### config.mk
export PLATFORM = sky130hd
export DESIGN_NAME = video_pixel_centroid_tracker_flat
export DESIGN_NICKNAME = d
export VERILOG_FILES = /design/src/rtl/video_pixel_centroid_tracker_if.sv /design/src/rtl/video_pixel_centroid_tracker.sv /design/src/flat_wrapper.sv
export SDC_FILE = /design/constraint.sdc
export NUM_CORES = 1
export LEC_CHECK = 0
export CAP_MARGIN = 20
export CELL_PAD_IN_SITES_DETAIL_PLACEMENT = 0
export CELL_PAD_IN_SITES_GLOBAL_PLACEMENT = 2
export CORE_MARGIN = 2
export CORE_UTILIZATION = 34
export CTS_BUF_LIST = sky130_fd_sc_hd__clkbuf_8
export CTS_CLUSTER_SIZE = 28
export DETAILED_ROUTE_END_ITERATION = 16
export PLACE_DENSITY_LB_ADDON = 0.1
export REMOVE_ABC_BUFFERS = 1
export SYNTH_ARGS = -nofsm -noshare
export SYNTH_HDL_FRONTEND = slang
export SYNTH_SLANG_ARGS = --single-unit
### constraint.sdc
create_clock -name sys_clk_clk -period 6.6 [get_ports sys_clk_clk]
set_input_delay 1.32 -clock sys_clk_clk [delete_from_list [all_inputs] [get_ports sys_clk_clk]]
set_output_delay 1.32 -clock sys_clk_clk [all_outputs]
set_load 0.03 [all_outputs]
### src/rtl/video_pixel_centroid_tracker_if.sv
// Bus bundle for the centroid tracker: the DMA pixel-sink port and the
// 4-word control port. The DUT takes the slave modport.
interface video_pixel_centroid_tracker_if;
   logic [31:0] pixel_slave_address;
   logic        pixel_slave_write;
   logic [15:0] pixel_slave_writedata;
   logic        pixel_slave_waitrequest;
   logic [1:0]  control_slave_address;
   logic        control_slave_chipselect;
   logic        control_slave_write_n;
   logic [31:0] control_slave_writedata;
   logic [31:0] control_slave_readdata;

   modport master (
      output pixel_slave_address, pixel_slave_write, pixel_slave_writedata,
      output control_slave_address, control_slave_chipselect,
      output control_slave_write_n, control_slave_writedata,
      input  pixel_slave_waitrequest, control_slave_readdata
   );

   modport slave (
      input  pixel_slave_address, pixel_slave_write, pixel_slave_writedata,
      input  control_slave_address, control_slave_chipselect,
      input  control_slave_write_n, control_slave_writedata,
      output pixel_slave_waitrequest, control_slave_readdata
   );
endinterface

### src/rtl/video_pixel_centroid_tracker.sv
// Thresholds an RGB565 pixel stream and reports the centroid of bright pixels per frame.
// Define CENTROID_IRQ_EN to add the frame-done interrupt output and its control bits.
module video_pixel_centroid_tracker #(
   parameter int          FRAME_WIDTH  = 320,
   parameter int          FRAME_HEIGHT = 240,
   parameter logic [31:0] BASE_ADDR    = 32'h0000_0000
) (
   input  logic sys_clk_clk,
   input  logic sys_reset_reset_n,
`ifdef CENTROID_IRQ_EN
   output logic irq,
`endif
   video_pixel_centroid_tracker_if.slave bus
);
   localparam logic [1:0]  ACCUM  = 2'd0;
   localparam logic [1:0]  DIV    = 2'd1;
   localparam logic [1:0]  DONE   = 2'd2;
   localparam logic [15:0] LAST_X = 16'(FRAME_WIDTH - 1);
   localparam logic [15:0] LAST_Y = 16'(FRAME_HEIGHT - 1);

   logic [1:0]  state_reg;
   logic [15:0] x_reg, y_reg;
   logic [16:0] count_reg;
   logic [31:0] sum_x_reg, sum_y_reg;
   logic [4:0]  div_cnt_reg;
   logic [7:0]  threshold_reg;
   logic        enable_reg;
   logic        irq_en_reg, irq_pending_reg;
   logic [15:0] centroid_x_reg, centroid_y_reg;
   logic [16:0] pixel_count_reg;
   logic        hit_reg;
   logic [15:0] frame_counter_reg;
   logic [7:0]  resync_count_reg;

   logic        accept, resync, pix_hit, last_pixel, div_start, ctrl_wr;
   logic [7:0]  luma;
   logic [15:0] cur_x, cur_y;
   logic [16:0] count_new;
   logic [31:0] sum_x_new, sum_y_new;
   logic [1:0][31:0] dividend;
   logic [1:0][31:0] quotient;
   logic [31:0] readdata;

   assign accept    = bus.pixel_slave_write && (state_reg == ACCUM);
   assign ctrl_wr   = bus.control_slave_chipselect && !bus.control_slave_write_n;
   assign div_start = accept && enable_reg && last_pixel && (count_new != 17'd0);

   always_comb begin
      luma = {2'b00, bus.pixel_slave_writedata[15:11], 1'b0}
           + {2'b00, bus.pixel_slave_writedata[10:5]}
           + {2'b00, bus.pixel_slave_writedata[4:0], 1'b0};
      pix_hit    = luma >= threshold_reg;
      resync     = bus.pixel_slave_address == BASE_ADDR;
      // A resync pixel becomes (0,0) of a fresh frame, so it starts from empty sums
      cur_x      = resync ? 16'd0 : x_reg;
      cur_y      = resync ? 16'd0 : y_reg;
      count_new  = (resync ? 17'd0 : count_reg) + {16'd0, pix_hit};
      sum_x_new  = (resync ? 32'd0 : sum_x_reg) + (pix_hit ? {16'd0, cur_x} : 32'd0);
      sum_y_new  = (resync ? 32'd0 : sum_y_reg) + (pix_hit ? {16'd0, cur_y} : 32'd0);
      last_pixel = (cur_x == LAST_X) && (cur_y == LAST_Y);
      dividend   = {sum_y_new, sum_x_new};
   end

   // Restoring dividers for x (gi=0) and y (gi=1); quotient shifts in from the dividend's LSB side
   generate
      for (genvar gi = 0; gi < 2; gi++) begin : gen_div
         logic [31:0] quo_reg;
         logic [31:0] rem_reg;
         logic [32:0] shifted;
         logic        q_bit;
         logic [32:0] diff;

         assign shifted = {rem_reg, quo_reg[31]};
         assign q_bit   = shifted >= {16'd0, count_reg};
         assign diff    = shifted - {16'd0, count_reg};

         always_ff @(posedge sys_clk_clk) begin
            if (!sys_reset_reset_n) begin
               quo_reg <= '0;
               rem_reg <= '0;
            end else if (div_start) begin
               quo_reg <= dividend[gi];
               rem_reg <= '0;
            end else if (state_reg == DIV) begin
               quo_reg <= {quo_reg[30:0], q_bit};
               rem_reg <= q_bit ? diff[31:0] : shifted[31:0];
            end
         end

         assign quotient[gi] = quo_reg;
      end
   endgenerate

   always_ff @(posedge sys_clk_clk) begin
      if (!sys_reset_reset_n) begin
         state_reg         <= ACCUM;
         x_reg             <= '0;
         y_reg             <= '0;
         count_reg         <= '0;
         sum_x_reg         <= '0;
         sum_y_reg         <= '0;
         div_cnt_reg       <= '0;
         centroid_x_reg    <= '0;
         centroid_y_reg    <= '0;
         pixel_count_reg   <= '0;
         hit_reg           <= 1'b0;
         frame_counter_reg <= '0;
         resync_count_reg  <= '0;
      end else begin
         case (state_reg)
            ACCUM: begin
               if (!enable_reg) begin
                  x_reg     <= '0;
                  y_reg     <= '0;
                  count_reg <= '0;
                  sum_x_reg <= '0;
                  sum_y_reg <= '0;
               end else if (accept) begin
                  count_reg <= count_new;
                  sum_x_reg <= sum_x_new;
                  sum_y_reg <= sum_y_new;
                  if (resync && resync_count_reg != 8'hFF)
                     resync_count_reg <= resync_count_reg + 8'd1;
                  if (last_pixel) begin
                     div_cnt_reg <= '0;
                     state_reg   <= (count_new != 17'd0) ? DIV : DONE;
                  end else if (cur_x == LAST_X) begin
                     x_reg <= '0;
                     y_reg <= cur_y + 16'd1;
                  end else begin
                     x_reg <= cur_x + 16'd1;
                     y_reg <= cur_y;
                  end
               end
            end
            DIV: begin
               div_cnt_reg <= div_cnt_reg + 5'd1;
               if (div_cnt_reg == 5'd31)
                  state_reg <= DONE;
            end
            DONE: begin
               // Quotients are stale when nothing was hit, so gate them with the count
               centroid_x_reg    <= (count_reg != 17'd0) ? quotient[0][15:0] : 16'd0;
               centroid_y_reg    <= (count_reg != 17'd0) ? quotient[1][15:0] : 16'd0;
               pixel_count_reg   <= count_reg;
               hit_reg           <= count_reg != 17'd0;
               frame_counter_reg <= frame_counter_reg + 16'd1;
               x_reg             <= '0;
               y_reg             <= '0;
               count_reg         <= '0;
               sum_x_reg         <= '0;
               sum_y_reg         <= '0;
               state_reg         <= ACCUM;
            end
            default: state_reg <= ACCUM;
         endcase
      end
   end

   always_ff @(posedge sys_clk_clk) begin
      if (!sys_reset_reset_n) begin
         threshold_reg <= 8'd96;
         enable_reg    <= 1'b1;
      end else if (ctrl_wr && bus.control_slave_address == 2'd0) begin
         threshold_reg <= bus.control_slave_writedata[7:0];
         enable_reg    <= bus.control_slave_writedata[8];
      end
   end

`ifdef CENTROID_IRQ_EN
   always_ff @(posedge sys_clk_clk) begin
      if (!sys_reset_reset_n) begin
         irq_en_reg      <= 1'b0;
         irq_pending_reg <= 1'b0;
      end else begin
         if (ctrl_wr && bus.control_slave_address == 2'd0)
            irq_en_reg <= bus.control_slave_writedata[9];
         if (state_reg == DONE)
            irq_pending_reg <= 1'b1;
         else if (ctrl_wr && bus.control_slave_address == 2'd3)
            irq_pending_reg <= 1'b0;
      end
   end
   assign irq = irq_pending_reg & irq_en_reg;
`else
   assign irq_en_reg      = 1'b0;
   assign irq_pending_reg = 1'b0;
`endif

   always_comb begin
      readdata = 32'd0;
      if (bus.control_slave_chipselect) begin
         case (bus.control_slave_address)
            2'd0: readdata = {22'd0, irq_en_reg, enable_reg, threshold_reg};
            2'd1: readdata = {centroid_y_reg, centroid_x_reg};
            2'd2: readdata = {15'd0, pixel_count_reg};
            default: readdata = {frame_counter_reg, resync_count_reg, 5'd0,
                                 irq_pending_reg, hit_reg, state_reg != ACCUM};
         endcase
      end
   end

   assign bus.control_slave_readdata  = readdata;
   assign bus.pixel_slave_waitrequest = state_reg != ACCUM;

   logic unused_bits;
   assign unused_bits = ^{bus.control_slave_writedata[31:9], quotient[0][31:16], quotient[1][31:16]};
endmodule

### src/flat_wrapper.sv
// flat-port wrapper written by rule: the top's interface ports become plain ports
module video_pixel_centroid_tracker_flat 
#(
   parameter int          FRAME_WIDTH  = 320,
   parameter int          FRAME_HEIGHT = 240,
   parameter logic [31:0] BASE_ADDR    = 32'h0000_0000
)
  (sys_clk_clk, sys_reset_reset_n, bus_pixel_slave_address, bus_pixel_slave_write, bus_pixel_slave_writedata, bus_control_slave_address, bus_control_slave_chipselect, bus_control_slave_write_n, bus_control_slave_writedata, bus_pixel_slave_waitrequest, bus_control_slave_readdata);
  video_pixel_centroid_tracker_if bus_i ();
  input  logic sys_clk_clk;
  input  logic sys_reset_reset_n;
  input wire logic [$bits(bus_i.pixel_slave_address)-1:0] bus_pixel_slave_address;
  input wire logic [$bits(bus_i.pixel_slave_write)-1:0] bus_pixel_slave_write;
  input wire logic [$bits(bus_i.pixel_slave_writedata)-1:0] bus_pixel_slave_writedata;
  input wire logic [$bits(bus_i.control_slave_address)-1:0] bus_control_slave_address;
  input wire logic [$bits(bus_i.control_slave_chipselect)-1:0] bus_control_slave_chipselect;
  input wire logic [$bits(bus_i.control_slave_write_n)-1:0] bus_control_slave_write_n;
  input wire logic [$bits(bus_i.control_slave_writedata)-1:0] bus_control_slave_writedata;
  output wire logic [$bits(bus_i.pixel_slave_waitrequest)-1:0] bus_pixel_slave_waitrequest;
  output wire logic [$bits(bus_i.control_slave_readdata)-1:0] bus_control_slave_readdata;
  assign bus_i.pixel_slave_address = bus_pixel_slave_address;
  assign bus_i.pixel_slave_write = bus_pixel_slave_write;
  assign bus_i.pixel_slave_writedata = bus_pixel_slave_writedata;
  assign bus_i.control_slave_address = bus_control_slave_address;
  assign bus_i.control_slave_chipselect = bus_control_slave_chipselect;
  assign bus_i.control_slave_write_n = bus_control_slave_write_n;
  assign bus_i.control_slave_writedata = bus_control_slave_writedata;
  assign bus_pixel_slave_waitrequest = bus_i.pixel_slave_waitrequest;
  assign bus_control_slave_readdata = bus_i.control_slave_readdata;
  video_pixel_centroid_tracker #(.FRAME_WIDTH(FRAME_WIDTH), .FRAME_HEIGHT(FRAME_HEIGHT), .BASE_ADDR(BASE_ADDR)) u_core (.sys_clk_clk(sys_clk_clk), .sys_reset_reset_n(sys_reset_reset_n), .bus(bus_i));
endmodule
== Word level (Yosys, flattened, before mapping) ==
Cells that the tools add are included.

* Input port bits: 87
* Flip-flop bits (word level): 331

* Reductions and logical operators: 24
* Eq/ne operators: 14
* $lt $le $gt $ge: 3
* Bitwise logic cells: 1
* Muxes and demuxes: 46
* Add/sub/neg operators: 12

{| class="wikitable"
|+ Operators with widths
! cell !! count
|-
| 32-bit 2-to-1 mux || 13
|-
| 16-bit 2-to-1 mux || 14
|-
| 32-bit one-hot mux with 2 select lines || 2
|-
| 32-bit one-hot mux with 3 select lines || 1
|-
| 33-bit by 17-bit >= comparator with 1-bit output || 2
|-
| 32-bit adder || 2
|-
| 16-bit one-hot mux with 2 select lines || 2
|-
| 32-bit by 17-bit subtractor with 32-bit output || 2
|-
| 17-bit 2-to-1 mux || 3
|-
| 16-bit by 1-bit adder with 16-bit output (second input constant) || 3
|-
| 17-bit one-hot mux with 2 select lines || 1
|-
| 17-bit nonzero test || 2
|-
| 32-bit zero test || 1
|-
| 17-bit by 1-bit adder with 17-bit output || 1
|-
| 16-bit by 8-bit == test with 1-bit output (second input constant) || 1
|-
| 16-bit by 9-bit == test with 1-bit output (second input constant) || 1
|-
| 5-bit 2-to-1 mux || 3
|-
| 4-bit AND reduction || 3
|-
| 2-bit 2-to-1 mux || 5
|-
| 5-bit one-hot mux with 2 select lines || 1
|-
| 8-bit by 1-bit adder with 8-bit output (second input constant) || 1
|-
| 8-bit by 6-bit adder with 8-bit output || 1
|-
| 8-bit >= comparator || 1
|-
| 1-bit logical AND || 8
|-
| other kinds (17) || 26
|}

== Logic depth before layout (Yosys ltp) ==
Gate-level depths: netlist of run 1.

* Depth in word-level cells: 10
* Mapped depth: 26
* Gate-level depth less buffers: 24

== Least setup slack after synthesis of run 1 ==
No wires, ideal clock.

* Path type: input-to-reg
* Start: input bus_pixel_slave_writedata[6]
* End: register u_core.gen_div[1].quo_reg[0]
* Path slack: 184 ps
* Stages: 24
* Data arrival time: 6288 ps
* Setup time: 128 ps
* Path buffers: 3
* Cell sequence: ha_1 > fa_1 > ha_1 > a21o_1 > a21oi_1 > o21bai_1 > a21oi_1 > xor2_1 > ha_1 > or2_2 > a21oi_1 > a21oi_1 > ha_1 > ha_1 > and4_1 > buf_2 > a2111oi_0 > o2111ai_1 > or4_1 > o21ai_2 > buf_4 > buf_4 > mux2i_1 > nor2_1

* Cells in the longest elaborated chain, start to end: 7
* Elaborated cells on any way between the ends: 10
* Those cells by class: add/sub (4); order compare (1); mux (2); reduce/logical (3)

{| class="wikitable"
|+ RTL lines
! what !! line !! source
|-
| from (decl) || flat_wrapper.sv:14 || <nowiki>input wire logic [$bits(bus_i.pixel_slave_writedata)-1:0] bus_pixel_slave_writedata;</nowiki>
|-
| 6-bit by 6-bit adder with 7-bit output (*) || video_pixel_centroid_tracker.sv:50 || <nowiki>+ {2'b00, bus.pixel_slave_writedata[10:5]}</nowiki>
|-
| 8-bit by 6-bit adder with 8-bit output (*) || video_pixel_centroid_tracker.sv:51 || <nowiki>+ {2'b00, bus.pixel_slave_writedata[4:0], 1'b0};</nowiki>
|-
| 8-bit >= comparator (*) || video_pixel_centroid_tracker.sv:52 || <nowiki>pix_hit = luma >= threshold_reg;</nowiki>
|-
| 17-bit by 1-bit adder with 17-bit output || video_pixel_centroid_tracker.sv:57 || <nowiki>count_new = (resync ? 17'd0 : count_reg) + {16'd0, pix_hit};</nowiki>
|-
| 17-bit nonzero test || video_pixel_centroid_tracker.sv:46 || <nowiki>assign div_start = accept && enable_reg && last_pixel && (count_new != 17'd0);</nowiki>
|-
| 1-bit logical AND || video_pixel_centroid_tracker.sv:46 ||
|-
| 32-bit 2-to-1 mux / 2-bit nonzero test (equally long branches) || n/a ||
|-
| to (signal assigned) || video_pixel_centroid_tracker.sv:82 || <nowiki>quo_reg <= dividend[gi];</nowiki>
|-
| to (signal assigned) || video_pixel_centroid_tracker.sv:85 || <nowiki>quo_reg <= {quo_reg[30:0], q_bit};</nowiki>
|-
| to (decl) || video_pixel_centroid_tracker.sv:67 || <nowiki>logic [31:0] quo_reg;</nowiki>
|}

Every way passes the cells marked *; elsewhere a longest branch is shown, timed or not.
A chain may end at the register's enable or synchronous reset.

== Worst setup path in the final report of run 1 ==
* Start: input bus_pixel_slave_writedata[11]
* End: register u_core.sum_y_reg[23]

* Cells in the longest elaborated chain, start to end: 8

{| class="wikitable"
|+ RTL lines
! what !! line !! source
|-
| 6-bit by 6-bit adder with 7-bit output || video_pixel_centroid_tracker.sv:50 ||
|-
| 8-bit by 6-bit adder with 8-bit output || video_pixel_centroid_tracker.sv:51 ||
|-
| 8-bit >= comparator || video_pixel_centroid_tracker.sv:52 ||
|-
| 16-bit 2-to-1 mux || video_pixel_centroid_tracker.sv:59 || <nowiki>sum_y_new = (resync ? 32'd0 : sum_y_reg) + (pix_hit ? {16'd0, cur_y} : 32'd0);</nowiki>
|-
| 32-bit adder || video_pixel_centroid_tracker.sv:59 ||
|-
| 32-bit 2-to-1 mux || video_pixel_centroid_tracker.sv:118 || <nowiki>end else if (accept) begin</nowiki>
|-
| 32-bit 2-to-1 mux || video_pixel_centroid_tracker.sv:112 || <nowiki>if (!enable_reg) begin</nowiki>
|-
| 32-bit one-hot mux with 2 select lines || video_pixel_centroid_tracker.sv:110 || <nowiki>case (state_reg)</nowiki>
|-
| to (signal assigned) || video_pixel_centroid_tracker.sv:121 || <nowiki>sum_y_reg <= sum_y_new;</nowiki>
|-
| to (decl) || video_pixel_centroid_tracker.sv:24 || <nowiki>logic [31:0] sum_x_reg, sum_y_reg;</nowiki>
|}

Every way passes these cells. The select of a mux whose other input is x is not followed.

==> impl_metrics.yaml, run 1 <==
route:
  first_pass_iters: 5
  avgViaCountPerCell: 5.40
  drc: 0
  drt_iter0_drc: 1115
  wirelength_um: 66600
  ant_nets: 0
  wl_per_cell_um: 18.6
  vias: 19300
power:
  clkPwrFrac_pct: 43.2
  power_frac_comb_pct: 16.4
  netSwitchingPower_mw: 1.43
  total_leakage_power_nw: 10.1
  power.total_mw: 4.99
  power_density_mw_per_mm2: 201
  vdd_ir_drop_max_mv: 0.124
  p_int_mw: 3.56
  swShare_pct: 28.6
  p_seq_share_pct: 40.4
cts:
  clock-sinks: 331
  cts_buffers: 68
  cts_buffer_depth: 3
  clk_pin_slew_worst_paths_ns: 0.06
  cts_tree: "done"
  htreeDepth: 3
  cts-hold-fix-buffers: 0
  cts_root_buffer: "clkbuf_8"
  clock_latency_ns: 0.66
synthesis:
  synth_seq_cells: 331
  async_flop_share_pct: 0
  synth_seq_area_share_pct: 32.5
  ys_warn_count: 0
  synth-edff-count: 0
  syn_inst: 2578
  syn_area_sq_mm: 0.0204
  yosys.area.top_type_share_pct: 32.5
  synth_area_leaders: "dfxtp_1 (32%), nor2_1 (6.0%), ha_1 (5.6%)"
  synth_top_area_cell: "dfxtp_1"
  yosysUniqueCellTypes: 84
  ys.flop_type: "dfxtp_1"
  syn-mean-instance-area_sq_um: 7.91
floorplanning:
  die_area_sq_mm: 0.0620
  core_area_sq_mm: 0.0591
  die_w_um: 249
  start_util_pct: 34.5
  rows: 89
  ios: 120
  die_height_um: 249
finish:
  fillers: 6025
  num-nets-final: 2948
  drive_gt1_share_pct: 13.9
  final_area_sq_mm: 0.0249
  finalNonFillerCells: 3580
  area_growth_pct: 21.9
placed_design:
  dpl_cell_area_sq_mm: 0.0231
  dp.final_hpwl_um: 44600
  gp_congestion: 0.833
  port_buffers: 96
  dp_cells: 3458
timing:
  fmax_mhz: 156
  setup_viol: 0
  worstMarginPinSlew_ns: 1.12
  holdWs_ns: 0.450
  drv_slew: 0
  finClkSkew_ns: 0.0372
  rsz0062_at_grt: "true"
  slew_headroom_pct: 25.2
  finalHoldViolCount: 0
  setup-tns-final_ns: 0
  period_share_pct: 97.3
  period_needed_ns: 6.42
critical_path:
  crit_arrival_ns: 7.00
  startpoint_type: "input pin"
  endpoint_kind: "flop"
  critPathMaxFanout: 8
  critPathRequiredTime_ns: 7.18
  crit_slowest_cell: "clkdlybuf4s50_1"
  path_class: "input pin to flop"
  critPathMaxStageDelay_ns: 0.46
status:
  status: "finished, final reports clean"
grt:
  grt_pass1_wl_um: 105000
  grt_overflow_total: 0
  gr-usage-all-layers_pct: 20.8
  grt_pass1_vias: 18800
  antenna_found_initial: 2
  grt_start_max_net_pins: 134
hold_path:
  min_path_type: "flop to flop"
job:
  maxCapViolCount: 0
## cell type report
class                           instances  area [sq um]  area share (%)
Antenna cell                            2          5.00          0.0201
Clock buffer                           86          1180            4.76
Clock inverter                         26           139           0.558
Inverter                               45           174           0.699
Multi-Input combinational cell       2040         13300            53.4
Sequential cell                       331          6630            26.6
Tap cell                              773           967            3.89
Timing Repair Buffer                  277          2490            10.0
## power by group through the flow
stage                     Sequential (mW)  Combinational, mW  Clock, mW
after detailed placement             2.06              0.791          0
after global placement               2.06              0.789          0
after CTS                            2.01              0.800       2.23
after floorplan                      2.05              0.467          0
final                                2.01              0.819       2.15
after global routing                 2.01              0.914       2.33
## through the flow
| stage | setup slack (ns) | util [%] |
|---|---|---|
| finish | 0.180 | 42.1 |
| global route | -0.0357 | 42.1 |
| CTS | 0.0198 | 41.3 |
| detailed placement | -0.899 | 39.0 |
| global placement | -0.862 | 39.0 |
| floorplan | -3.15 | - |
## critical path, delay by kind of cell
family                   cells  cell delay, ns
adder cells (fa/ha/maj)      5            1.47
buffers and inverters        4            0.95
AO/OA/AOI/OAI                9            1.15
AND/OR/NAND/NOR              7            1.91
XOR/XNOR                     1            0.19
## repair_timing
item                       in CTS  in global routing
setup endpoints to repair     128                159
gates resized for setup         3                 64
setup buffers                   1                  2
gates cloned                    0                  5
pin swaps                       1                 23
## cell families (layout without fill, tap and decap cells)
group	Yosys count	in the layout	synth area share (%)
AND/OR/NAND/NOR	1061	1061	25.0
AO/OA/AOI/OAI	676	676	22.5
flip-flops	331	331	32.5
buffers and inverters	207	434	4.33
XOR/XNOR	131	131	5.63
adder cells (fa/ha/maj)	98	98	6.23
multiplexers	74	74	3.87
other	0	2	0
## final timing paths
path | to | cells after the start | startpoint | slack (ns)
max | u_core.sum_y_reg[23]$_SDFFE_PN0P_ | 26 | bus_pixel_slave_writedata[11] | 0.18
max reg2reg | u_core.sum_y_reg[23]$_SDFFE_PN0P_ | 21 | u_core.threshold_reg[0]$_SDFFE_PN0P_ | 2.06
min reg2reg | u_core.sum_y_reg[2]$_SDFFE_PN0P_ | 2 | u_core.sum_y_reg[2]$_SDFFE_PN0P_ | 0.45
min | u_core.sum_y_reg[2]$_SDFFE_PN0P_ | 2 | u_core.sum_y_reg[2]$_SDFFE_PN0P_ | 0.45
## cells in the mapped netlist, drive strengths merged, types with 28 or more instances
cell type	instances
inv	45
ha	92
a21o	35
clkbuf	118
xnor2	60
nor2	326
a22oi	65
a211oi	100
nand2	273
dfxtp	331
xor2	71
nor3	65
buf	44
nor2b	28
or3	37
nand3	86
and2	89
o21ai	108
mux2i	63
nand4	36
a21oi	180
## placed cells by master (no fill, tap or decap), types with 17 or more instances in the layout
master           Yosys  layout
xor2_1              71      70
or3_1               35      33
a31oi_1             18      17
nand3_1             86      86
and3_1              25      25
nand2_1            268     267
a211oi_1            97      88
nor3_1              63      61
o211a_1             26      25
a21oi_2              5      17
o21ai_0            106     102
xnor2_1             60      60
a22oi_1             65      65
mux2i_1             63      63
nor2b_1             28      27
nor4_1              21      20
nor2_1             325     321
inv_1               45      66
a21o_1              35      35
o21a_1              18      18
clkbuf_8             0      86
buf_4                5     167
a21oi_1            175     160
and2_1              89      87
o211ai_1            22      22
nand4_1             35      35
ha_1                92      81
clkdlybuf4s50_1      0      94
dfxtp_1            331     331
## metal layers
layer	track usage [%]	routed length (um)	vias up
met5	0	0	-
met4	6.32	1440	0
met3	3.13	2680	86
met2	32.2	28900	352
met1	29.6	33600	9187
li1	-	-	9700
Power figures use the tool's default switching activity.
==> inputs of run 2 (changes only) <==
Settings changed: CORE_UTILIZATION 34 to 37.
Clock period 6.6 ns to 7.15 ns, I/O delays scaled along.
==> run 2 against run 1 <==
  * Combinational power shrank 16%
  * Sequential power shrank 7%
  * Final area shrank 3.0%
  * Critical path depth is the same
  * Largest cell class unchanged
  * Wire length shrank 4.3%
  * Global-route usage grew 1.3 points
  * Die area shrank 8.0%
  * Clock skew shrank 0.0052 ns
  * Via count shrank 0.71%
==> impl_metrics.yaml, run 2 (synthesis results as in run 1) <==
power:
  power_density_mw_per_mm2: 188
  vdd_ir_drop_max_mv: 0.120
  total_leakage_power_nw: 9.92
  power.total_mw: 4.53
floorplanning:
  core_area_sq_mm: 0.0548
  die_w_um: 239
  start_util_pct: 37.2
  rows: 86
  die_height_um: 239
  die_area_sq_mm: 0.0570
  ios: 120
finish:
  final_area_sq_mm: 0.0241
  area_growth_pct: 18.3
  final_cell_mix: "dfxtp_1 (331), nor2_1 (321), nand2_1 (267), a21oi_1 (173), buf_4 (137)"
  num-nets-final: 2912
  drive_gt1_share_pct: 11.4
  fin_util_pct: 44.0
  fillers: 5529
  layout_commonest_cell: "dfxtp_1"
hold_path:
  min_path_type: "flop to flop"
  holdPathEnd: "u_core.sum_x_reg[0]$_SDFFE_PN0P_"
  worstHoldStart: "u_core.sum_x_reg[0]$_SDFFE_PN0P_"
  hold_path_depth: 2
timing:
  setup-tns-final_ns: 0
  period_needed_ns: 6.75
  finalHoldViolCount: 0
  period_share_pct: 94.5
  worstMarginPinSlew_ns: 0.988
  setup_viol: 0
  fmax_mhz: 148
  slew_headroom_pct: 34.0
  rsz0062_at_grt: "false"
  finClkSkew_ns: 0.0320
  drv_slew: 0
route:
  first_pass_iters: 5
  drc: 0
  vias: 19200
  wl_per_cell_um: 18.3
  ant_nets: 0
  wirelength_um: 63800
  avgViaCountPerCell: 5.51
  drt_iter0_drc: 1156
grt:
  grt_pass1_wl_um: 101000
  antenna_found_initial: 1
  grt_start_max_net_pins: 172
  grt_pass1_vias: 18500
  gr-usage-all-layers_pct: 22.1
  grt_overflow_total: 0
critical_path:
  critPathMaxFanout: 15
  path_class: "input pin to flop"
  crit_slowest_cell: "fa_1"
  worst-r2r-setup-slack_ns: 2.35
  path_delay_family: "compound AO/OA/AOI/OAI gates"
  r2r_end: "u_core.gen_div[0].quo_reg[26]$_SDFFE_PN0P_"
  crit_buf_inv: 5
  critPathRequiredTime_ns: 7.64
  startpoint_type: "input pin"
  ff2ff_path_depth: 21
  crit_arrival_ns: 7.24
  critPathMaxStageDelay_ns: 0.48
  worstReg2RegStart: "u_core.threshold_reg[0]$_SDFFE_PN0P_"
  path_common_cell: "buf_4"
  endpoint_kind: "flop"
placed_design:
  gp_congestion: 0.834
  dp.final_hpwl_um: 43600
  port_buffers: 96
  dpl_cell_area_sq_mm: 0.0228
cts:
  clock-sinks: 331
  cts_root_buffer: "clkbuf_8"
  cts_buffers: 69
  clock_latency_ns: 0.66
  cts_buffer_depth: 3
  cts-hold-fix-buffers: 0
  htreeDepth: 3
  post-cts-setup-buffers: 0
  clk_pin_slew_worst_paths_ns: 0.06
  cts_tree: "done"
job:
  maxCapViolCount: 0
status:
  status: "finished, final reports clean"
run 2: worst max-delay path by stage:
stage / depth (start not counted) / to / start
final: 26 / u_core.gen_div[0].quo_reg[26]$_SDFFE_PN0P_ / bus_pixel_slave_writedata[6]
after global placement: 26 / u_core.gen_div[0].quo_reg[26]$_SDFFE_PN0P_ / bus_pixel_slave_writedata[6]
after floorplan: 21 / u_core.gen_div[0].rem_reg[13]$_SDFFE_PP0P_ / bus_pixel_slave_writedata[6]
after detailed placement: 25 / u_core.gen_div[0].rem_reg[27]$_SDFFE_PP0P_ / bus_pixel_slave_writedata[6]
after global routing: 26 / u_core.gen_div[0].quo_reg[26]$_SDFFE_PN0P_ / bus_pixel_slave_writedata[6]
after CTS: 26 / u_core.gen_div[0].quo_reg[26]$_SDFFE_PN0P_ / bus_pixel_slave_writedata[6]
run 2: report_power, final:
| part | total, mW | switching, mW | internal [mW] |
|---|---|---|---|
| sequential | 1.86 | 0.00947 | 1.85 |
| clock | 1.99 | 0.901 | 1.09 |
| combinational | 0.684 | 0.403 | 0.281 |
run 2: cell type report:
| class | instances | area (sq um) | area share [%] |
|---|---|---|---|
| Tap cell | 704 | 881 | 3.65 |
| Multi-Input combinational cell | 2040 | 13000 | 53.7 |
| Clock inverter | 33 | 169 | 0.700 |
| Clock buffer | 86 | 1180 | 4.91 |
| Sequential cell | 331 | 6630 | 27.5 |
| Antenna cell | 2 | 5.00 | 0.0207 |
| Timing Repair Buffer | 240 | 2120 | 8.79 |
| Inverter | 45 | 174 | 0.721 |
run 2: routing by layer:
layer | vias to the layer above | routed length, um | GRT usage, % | share of wire (%)
met1 | 9135 | 31800 | 31.4 | 50
met3 | 77 | 2750 | 3.09 | 4.3
met5 | - | 0 | 0 | 0
met4 | 0 | 1110 | 6.38 | 1.7
li1 | 9616 | - | - | -
met2 | 360 | 28100 | 34.7 | 44
run 2: tightest hold or removal path: cells and delay by family (launching register included):
family	cells	cell delay, ns
and+or+nand+nor	1	0.05
AOI/OAI and AO/OA	1	0.05
DFF	1	0.31
run 2: per-stage QoR:
stage	std cells	hold slack, ns	worst slack [ns]
floorplan	2416	0.427	-2.71
global placement	3360	0.435	-0.440
detailed placement	3360	0.441	-0.404
CTS	3479	0.450	0.278
global route	3480	0.461	0.0195
finish	3481	0.450	0.397
run 2: what timing repair did:
action,CTS,global route
endpoints found under the hold margin,0,0
resized for setup,0,6
endpoints found under the setup margin,0,77
